$ cat src/rtl/turn_sequencer_if.sv
// Bundles the key input, board-write, renderer handshake and game-status signals of the turn sequencer.
// master = the sequencer; slave = keyboard, board datapath, renderer and end checker side.
interface turn_sequencer_if;
    logic       key_valid;
    logic [7:0] key_code;
    logic [8:0] occ;
    logic       line3;
    logic       wr_en;
    logic [3:0] wr_pos;
    logic [1:0] wr_sym;
    logic       clr_board;
    logic       draw_req;
    logic       draw_ack;
    logic [1:0] turn;
    logic [1:0] result;
    logic       game_over;
    logic       move_err;
    logic       draw_fault;
    logic [3:0] move_cnt;

    modport master (
        input  key_valid, key_code, occ, line3, draw_ack,
        output wr_en, wr_pos, wr_sym, clr_board, draw_req,
               turn, result, game_over, move_err, draw_fault, move_cnt
    );

    modport slave (
        output key_valid, key_code, occ, line3, draw_ack,
        input  wr_en, wr_pos, wr_sym, clr_board, draw_req,
               turn, result, game_over, move_err, draw_fault, move_cnt
    );
endinterface

$ cat src/rtl/turn_sequencer.sv
// Game-flow controller for Wild Misere Tic Tac Toe: validates key moves, writes the board, waits on the renderer, scores.
// Latency: symbol key to wr_en 1 cycle, to draw_req 2 cycles; backpressure: draw_req held until draw_ack or timeout, keys dropped while busy.
module turn_sequencer #(
    parameter int DRAW_TIMEOUT = 1024
) (
    input  logic              clock,
    input  logic              resetn,
    turn_sequencer_if.master  bus
);
    localparam int CW = (DRAW_TIMEOUT > 2) ? $clog2(DRAW_TIMEOUT) : 1;
    localparam logic [CW-1:0] TMO_LAST = CW'(DRAW_TIMEOUT - 1);

    typedef enum logic [2:0] {
        WAIT_POS,
        WAIT_SYM,
        WRITE,
        DRAW,
        CHECK,
        OVER
    } state_t;

    state_t        state_q, state_d;
    logic [3:0]    wr_pos_q, wr_pos_d;
    logic [1:0]    wr_sym_q, wr_sym_d;
    logic          wr_en_q, wr_en_d;
    logic          clr_board_q, clr_board_d;
    logic          draw_req_q, draw_req_d;
    logic [1:0]    turn_q, turn_d;
    logic [1:0]    result_q, result_d;
    logic          game_over_q, game_over_d;
    logic          move_err_q, move_err_d;
    logic          draw_fault_q, draw_fault_d;
    logic [3:0]    move_cnt_q, move_cnt_d;
    logic [CW-1:0] tmo_cnt_q, tmo_cnt_d;

    logic       is_pos, is_x, is_o, is_bs, is_new, occ_hit;
    logic [3:0] pos_val;

    // ASCII '1'..'9' carry the square number in their low nibble.
    assign pos_val = bus.key_code[3:0];
    assign is_pos  = (bus.key_code >= 8'h31) && (bus.key_code <= 8'h39);
    assign is_x    = (bus.key_code == 8'h58) || (bus.key_code == 8'h78);
    assign is_o    = (bus.key_code == 8'h4F) || (bus.key_code == 8'h6F);
    assign is_bs   = (bus.key_code == 8'h08);
    assign is_new  = (bus.key_code == 8'h4E) || (bus.key_code == 8'h6E);
    assign occ_hit = |(bus.occ & (9'd1 << (pos_val - 4'd1)));

    always_comb begin
        state_d      = state_q;
        wr_pos_d     = wr_pos_q;
        wr_sym_d     = wr_sym_q;
        wr_en_d      = 1'b0;
        clr_board_d  = 1'b0;
        draw_req_d   = draw_req_q;
        turn_d       = turn_q;
        result_d     = result_q;
        game_over_d  = game_over_q;
        move_err_d   = 1'b0;
        draw_fault_d = draw_fault_q;
        move_cnt_d   = move_cnt_q;
        tmo_cnt_d    = tmo_cnt_q;

        case (state_q)
            WAIT_POS: begin
                if (bus.key_valid) begin
                    if (is_pos && !occ_hit) begin
                        wr_pos_d = pos_val;
                        state_d  = WAIT_SYM;
                    end else begin
                        move_err_d = 1'b1;
                    end
                end
            end
            WAIT_SYM: begin
                if (bus.key_valid) begin
                    if (is_x || is_o) begin
                        wr_sym_d = is_x ? 2'b01 : 2'b10;
                        wr_en_d  = 1'b1;
                        state_d  = WRITE;
                    end else if (is_bs) begin
                        state_d = WAIT_POS;
                    end else begin
                        move_err_d = 1'b1;
                    end
                end
            end
            WRITE: begin
                move_cnt_d = move_cnt_q + 4'd1;
                draw_req_d = 1'b1;
                tmo_cnt_d  = '0;
                state_d    = DRAW;
            end
            DRAW: begin
                // A real ack wins over a timeout landing on the same cycle.
                if (bus.draw_ack) begin
                    draw_req_d = 1'b0;
                    state_d    = CHECK;
                end else if (tmo_cnt_q == TMO_LAST) begin
                    draw_req_d   = 1'b0;
                    draw_fault_d = 1'b1;
                    state_d      = CHECK;
                end else begin
                    tmo_cnt_d = tmo_cnt_q + 1'b1;
                end
            end
            CHECK: begin
                // Misere rule: completing a line loses for the mover.
                if (bus.line3) begin
                    result_d    = (turn_q == 2'b01) ? 2'b10 : 2'b01;
                    game_over_d = 1'b1;
                    state_d     = OVER;
                end else if (move_cnt_q == 4'd9) begin
                    result_d    = 2'b11;
                    game_over_d = 1'b1;
                    state_d     = OVER;
                end else begin
                    turn_d  = (turn_q == 2'b01) ? 2'b10 : 2'b01;
                    state_d = WAIT_POS;
                end
            end
            OVER: begin
                if (bus.key_valid && is_new) begin
                    clr_board_d  = 1'b1;
                    turn_d       = 2'b01;
                    result_d     = 2'b00;
                    move_cnt_d   = 4'd0;
                    draw_fault_d = 1'b0;
                    game_over_d  = 1'b0;
                    state_d      = WAIT_POS;
                end
            end
            default: state_d = WAIT_POS;
        endcase
    end

    always_ff @(posedge clock or negedge resetn) begin
        if (!resetn) begin
            state_q      <= WAIT_POS;
            wr_pos_q     <= 4'd0;
            wr_sym_q     <= 2'b00;
            wr_en_q      <= 1'b0;
            clr_board_q  <= 1'b0;
            draw_req_q   <= 1'b0;
            turn_q       <= 2'b01;
            result_q     <= 2'b00;
            game_over_q  <= 1'b0;
            move_err_q   <= 1'b0;
            draw_fault_q <= 1'b0;
            move_cnt_q   <= 4'd0;
            tmo_cnt_q    <= '0;
        end else begin
            state_q      <= state_d;
            wr_pos_q     <= wr_pos_d;
            wr_sym_q     <= wr_sym_d;
            wr_en_q      <= wr_en_d;
            clr_board_q  <= clr_board_d;
            draw_req_q   <= draw_req_d;
            turn_q       <= turn_d;
            result_q     <= result_d;
            game_over_q  <= game_over_d;
            move_err_q   <= move_err_d;
            draw_fault_q <= draw_fault_d;
            move_cnt_q   <= move_cnt_d;
            tmo_cnt_q    <= tmo_cnt_d;
        end
    end

    assign bus.wr_en      = wr_en_q;
    assign bus.wr_pos     = wr_pos_q;
    assign bus.wr_sym     = wr_sym_q;
    assign bus.clr_board  = clr_board_q;
    assign bus.draw_req   = draw_req_q;
    assign bus.turn       = turn_q;
    assign bus.result     = result_q;
    assign bus.game_over  = game_over_q;
    assign bus.move_err   = move_err_q;
    assign bus.draw_fault = draw_fault_q;
    assign bus.move_cnt   = move_cnt_q;
endmodule

$ cat src/flat_wrapper.sv
// flat-port wrapper written by rule: the top's interface ports become plain ports
module turn_sequencer_flat 
#(
    parameter int DRAW_TIMEOUT = 1024
)
  (clock, resetn, bus_key_valid, bus_key_code, bus_occ, bus_line3, bus_draw_ack, bus_wr_en, bus_wr_pos, bus_wr_sym, bus_clr_board, bus_draw_req, bus_turn, bus_result, bus_game_over, bus_move_err, bus_draw_fault, bus_move_cnt);
  turn_sequencer_if bus_i ();
  input  logic clock;
  input  logic resetn;
  input wire logic [$bits(bus_i.key_valid)-1:0] bus_key_valid;
  input wire logic [$bits(bus_i.key_code)-1:0] bus_key_code;
  input wire logic [$bits(bus_i.occ)-1:0] bus_occ;
  input wire logic [$bits(bus_i.line3)-1:0] bus_line3;
  input wire logic [$bits(bus_i.draw_ack)-1:0] bus_draw_ack;
  output wire logic [$bits(bus_i.wr_en)-1:0] bus_wr_en;
  output wire logic [$bits(bus_i.wr_pos)-1:0] bus_wr_pos;
  output wire logic [$bits(bus_i.wr_sym)-1:0] bus_wr_sym;
  output wire logic [$bits(bus_i.clr_board)-1:0] bus_clr_board;
  output wire logic [$bits(bus_i.draw_req)-1:0] bus_draw_req;
  output wire logic [$bits(bus_i.turn)-1:0] bus_turn;
  output wire logic [$bits(bus_i.result)-1:0] bus_result;
  output wire logic [$bits(bus_i.game_over)-1:0] bus_game_over;
  output wire logic [$bits(bus_i.move_err)-1:0] bus_move_err;
  output wire logic [$bits(bus_i.draw_fault)-1:0] bus_draw_fault;
  output wire logic [$bits(bus_i.move_cnt)-1:0] bus_move_cnt;
  assign bus_i.key_valid = bus_key_valid;
  assign bus_i.key_code = bus_key_code;
  assign bus_i.occ = bus_occ;
  assign bus_i.line3 = bus_line3;
  assign bus_i.draw_ack = bus_draw_ack;
  assign bus_wr_en = bus_i.wr_en;
  assign bus_wr_pos = bus_i.wr_pos;
  assign bus_wr_sym = bus_i.wr_sym;
  assign bus_clr_board = bus_i.clr_board;
  assign bus_draw_req = bus_i.draw_req;
  assign bus_turn = bus_i.turn;
  assign bus_result = bus_i.result;
  assign bus_game_over = bus_i.game_over;
  assign bus_move_err = bus_i.move_err;
  assign bus_draw_fault = bus_i.draw_fault;
  assign bus_move_cnt = bus_i.move_cnt;
  turn_sequencer #(.DRAW_TIMEOUT(DRAW_TIMEOUT)) u_core (.clock(clock), .resetn(resetn), .bus(bus_i));
endmodule
$ cat config.mk
export PLATFORM = sky130hd
export DESIGN_NAME = turn_sequencer_flat
export DESIGN_NICKNAME = d
export VERILOG_FILES = /design/src/rtl/turn_sequencer_if.sv /design/src/rtl/turn_sequencer.sv /design/src/flat_wrapper.sv
export SDC_FILE = /design/constraint.sdc
export NUM_CORES = 1
export LEC_CHECK = 0
export ABC_CLOCK_PERIOD_IN_PS = 3320
export CAP_MARGIN = 20
export CORE_AREA = 2 2 71 73
export DETAILED_ROUTE_END_ITERATION = 12
export DIE_AREA = 0 0 73 75
export PLACE_DENSITY = 0.75
export RECOVER_POWER = 100
export REMOVE_ABC_BUFFERS = 1
export SLEW_MARGIN = 25
export SYNTH_ARGS = -nofsm -noshare
export SYNTH_HDL_FRONTEND = slang
export SYNTH_SLANG_ARGS = --single-unit
$ cat constraint.sdc
create_clock -name clock -period 3.32 [get_ports clock]
set_input_delay 0.332 -clock clock [delete_from_list [all_inputs] [get_ports clock]]
set_output_delay 0.332 -clock clock [all_outputs]
set_load 0.005 [all_outputs]
After elaboration in Yosys (flattened, before gate mapping)
Index checks and enable logic that the tools add are counted.

operators by class
  $add $sub $neg = 3
  $lt $le $gt $ge = 2
  eq/ne operators = 27
  shifts and indexed selects = 1
  muxes and demuxes = 47
  bitwise logic cells = 1
  reduce and logical (&&, ||, !) cells = 23

operators by type and width
  cell                   number
  $eq 8x7->1 const B     6
  $mux 3                 10
  $mux 10                2
  $pmux 10 s2            1
  $pmux 3 s6             1
  $mux 1                 17
  $mux 2                 8
  $ne 2x2->1 const B     6
  $reduce_and 3->1       4
  $add 10x1->10 const B  1
  $eq 10x10->1 const B   1
  $and 9x9->9            1
  $reduce_or 9->1        1
  $shl 1x4->9 const A    1
  $eq 8x4->1 const B     1
  $ge 8x6->1 const B     1
  $le 8x6->1 const B     1
  $pmux 1 s2             4
  $pmux 2 s2             2
  $pmux 4 s2             1
  $reduce_and 4->1       2
  $reduce_bool 2->1      4
  $eq 3x2->1 const B     2
  $eq 3x3->1 const B     2
  other kinds (15)       24

storage, ports and cells
  register bits = 33
  output and inout port bits = 20
  word-level logic and storage cells = 117

Depth between registers and ports, before layout
  depth in word-level cells = 9
  gate-level depth with buffers = 7
  gate-level depth less buffers = 6

Least setup slack after synthesis
OpenSTA, ideal clock, no wires.

  path kind = input to register
  start point = input bus_key_code[0]
  end point = register u_core.wr_pos_q[3] (netlist: u_core.bus.wr_pos[3])
  setup time = 0.125 ns
  data arrival time = 1.810 ns
  slack = 1.385 ns
  cell stages on the path = 6
  path buffers = 1
  path through = buf_6 -> or3b_1 -> a31oi_1 -> o2111ai_2 -> nor3_4 -> mux2_2

on the way
  word-level cells in the longest chain between the ends = 7

RTL lines
  element                              line                   source
  start, declared                      flat_wrapper.sv:11     input wire logic [$bits(bus_i.key_code)-1:0] bus_key_code;
  $sub 4x1->4                          turn_sequencer.sv:46   assign occ_hit = |(bus.occ & (9'd1 << (pos_val - 4'd1)));
  $shl 1x4->9                          turn_sequencer.sv:46
  $and 9x9->9                          turn_sequencer.sv:46
  $reduce_or 9->1                      turn_sequencer.sv:46
  $logic_not 1->1                      turn_sequencer.sv:66   if (is_pos && !occ_hit) begin
  $logic_and 1x1->1 *                  turn_sequencer.sv:66
  $reduce_and 3->1 (no source line) *  n/a
  end signal, assigned                 turn_sequencer.sv:153  wr_pos_q <= wr_pos_d;
  end, declared                        turn_sequencer.sv:23   logic [3:0] wr_pos_q, wr_pos_d;

Mark *: on every way between the ends. The rest lies on a longest branch, timed or not.
A chain may end at the register's enable or synchronous reset.

Worst setup path after layout
Ends and elaborated chain as after synthesis.

==> results.toml <==
[run_status]
outcome = "finished, violations left"
failed_checks = "capacitance limit, slew limit"

[hold_path]
whs_endpoint = "u_core.bus.turn[0]$_DFFE_PN1P_"
hold_class = "reg2reg"
min_from = "u_core.bus.turn[0]$_DFFE_PN1P_"
hold_depth = 2

[synthesis]
postSynthAreaPerCell_um2 = 9.64
syn_area_um2 = 1840
ys_ff_latch = 33
synthTopCellsByArea = "dfrtp_1 44%, nor2_1 4.1%, nand4_1 3.4%"
ys_seq_area_share_pct = 44.9
ys_top_cells_by_count = "32 x dfrtp_1, 20 x nor2_1, 14 x nand2_1"
synth_edf_count = 0
syn_inst = 191
synth_top_area_share_pct = 43.5
synth_cell_type_count = 46
async_reset_ff_share_pct = 100
synth.most_common_cell = "dfrtp_1"
dominantRegCellSynth = "dfrtp_1"
synth_top_area_cell = "dfrtp_1"
yosysWarningCount = 0

[worst_setup_path]
cp_max_fo = 9
critPathRequiredTime_ns = 3.49
cp-startpoint = "bus_key_code[0]"
r2r.worst_path.cells = 5
path_class = "in2reg"
regToRegSetupSlack_ns = 1.16
end_kind = "flip-flop"
r2r-end = "u_core.tmo_cnt_q[7]$_DFFE_PN0P_"
r2r-start = "u_core.state_q[0]$_DFFE_PN0P_"
worst_setup_path_start_kind = "input port"
cp.arrival_ns = 2.72

[clock_network]
clk_path_buf_depth = 2
clkLatencyLatePin_ns = 0.29
cts_tree = "done"
cts_num_sinks = 33
cts_root_buffer = "clkbuf_8"
cts_hold_buf = 0
cts_max_level = 2
post_cts.repair.setup_buffers = 0
numCtsBuffers = 5
cts-resized-gates = 0
clk_pin_slew_ns = 0.07

[grt]
grt_pass1_wl_um = 6930
grtUsageTotal_pct = 16.5
grt_max_degree = 34
overflow = 0
antenna_found_initial = 0
grt_pass1_vias = 1538

[routing]
viasPerCell = 5.47
wl_per_cell_um = 13.7
ant_nets = 0
routed_wl_um = 3970
first_pass_iters = 4
vias = 1580
drc = 0
dr.first_iter.drc_count = 112

[power]
comb_power_share_pct = 25.1
seqPwrFrac_pct = 43.7
p_clk_share_pct = 31.3
power_density_nw_per_um2 = 512
cellLeakagePower_nw = 1.04
p_sw_mw = 0.349
max-vdd-ir-drop_v = 0.000345
internal-power_mw = 0.863
swShare_pct = 28.8

[floorplan]
dieArea_um2 = 5480
num_rows = 25
io_pins = 42
fp.dieW_um = 73
die_h_um = 75
core_um2 = 4660
start_util_pct = 39.5

[timing]
slew_violations = 34
worst_pin_slew_ns = 1.68
fin_setup_tns_ns = 0
fmax_mhz = 392
finalSetupViolCount = 0
hold_viol_final = 0
max-slew-margin-rel_pct = -12.0
clock_skew_ns = 0.00368
period_needed_ns = 2.55
setup_slack_ns = 0.770
rsz0062_at_grt = "false"
period_share_pct = 76.8

[placed_design]
hpwl_um = 2930
place_inst = 281
place_ws_ns = 0.719
io_buffer_count = 41
place.gp.congestion = 0.816

[job]
maxCapViolations = 1

[finish]
num-nets-final = 259
final_layout_size_suffix_gt1_share_pct = 6.38
stdcell_count = 289
diodes = 0
syn_to_final_growth_pct = 28.6
-- final cells by class --
type                            count  area (um^2)
Tap cell                           54         67.6
Inverter                           10         37.5
Fill cell                         413         2290
Multi-Input combinational cell    142          905
Clock buffer                        5         68.8
Clock inverter                      3         46.3
Timing Repair Buffer               42          414
Sequential cell                    33          827
-- logic make-up after synthesis --
kind of cell | Yosys count | synth area share (%)
simple gates | 88 | 26.3
compound gates | 33 | 12.0
flops | 33 | 44.9
buf+inv | 16 | 4.28
xor+xnor | 9 | 4.28
mux | 9 | 6.12
fa+ha+maj | 3 | 2.04
-- worst max-delay path, cell delays in order --
cell	delay [ns]
dlygate4sd3_1	0.69
mux4_1	0.58
nand3b_1	0.12
o2111ai_1	0.15
nor3_1	0.46
mux2_2	0.39
-- flip-flops by register name, summed over array words and instances, names as in the netlist --
signal                 count
u_core.bus.draw_req        1
u_core.bus.wr_pos          4
u_core.bus.wr_sym          2
u_core.bus.result          2
u_core.bus.move_err        1
u_core.state_q             3
u_core.bus.wr_en           1
u_core.bus.draw_fault      1
u_core.bus.move_cnt        4
u_core.bus.game_over       1
u_core.tmo_cnt_q          10
u_core.bus.clr_board       1
u_core.bus.turn            2
-- worst max path at each step --
stage | end
floorplan | u_core.bus.wr_pos[0]$_DFFE_PN0P_
global placement | u_core.bus.wr_pos[2]$_DFFE_PN0P_
detailed placement | u_core.bus.wr_pos[2]$_DFFE_PN0P_
CTS | u_core.bus.wr_pos[3]$_DFFE_PN0P_
global route | u_core.bus.wr_pos[1]$_DFFE_PN0P_
finish | u_core.bus.wr_pos[3]$_DFFE_PN0P_
-- cell usage in the layout, fill, tap and decap left out, types with 2 or more instances in the layout --
master | Yosys | final
dfrtp_1 | 32 | 32
dlygate4sd3_1 | 0 | 23
nor2_1 | 20 | 20
clkdlybuf4s50_1 | 0 | 18
nand2_1 | 14 | 14
inv_1 | 10 | 10
nand4_1 | 10 | 10
nor3_1 | 8 | 9
o21ai_0 | 9 | 9
a21oi_1 | 7 | 7
nand3_1 | 7 | 7
a31oi_1 | 5 | 5
mux2_2 | 5 | 5
nor4_1 | 4 | 5
xnor2_1 | 5 | 5
clkbuf_8 | 0 | 5
xor2_1 | 4 | 4
or2b_1 | 3 | 3
nor2b_1 | 3 | 3
nand2b_1 | 3 | 3
and2_1 | 3 | 3
mux2i_1 | 3 | 3
ha_1 | 3 | 3
or3b_1 | 2 | 2
or3_1 | 2 | 2
and3_1 | 2 | 2
a21o_1 | 2 | 2
-- power groups by stage --
stage	combinational [mW]	sequential (mW)	clock [mW]
4_1_cts	0.342	0.532	0.387
3_5_place_dp	0.339	0.538	0
2_1_floorplan	0.147	0.533	0
5_1_grt	0.344	0.540	0.406
6_report	0.304	0.529	0.379
3_3_place_gp	0.338	0.538	0
-- stage by stage --
stage               area (um^2)  hold WS [ns]  power (mW)  utilization (%)
detailed placement         2280         0.469       0.877             49.0
global route               2370         0.504        1.29             50.8
floorplan                  1800        0.0364       0.680                -
CTS                        2400         0.460        1.26             51.5
global placement           2280         0.462       0.876             49.0
finish                     2370         0.474        1.21             50.8
-- layer usage --
| metal | GRT usage (%) | vias up | share of wire [%] |
|---|---|---|---|
| met1 | 21.7 | 749 | 47 |
| met3 | 3.88 | 6 | 4.9 |
| met5 | 0 | - | 0 |
| met4 | 6.17 | 0 | 1.4 |
| met2 | 26.6 | 47 | 47 |
| li1 | - | 778 | - |
(Power assumes the default switching activity.)
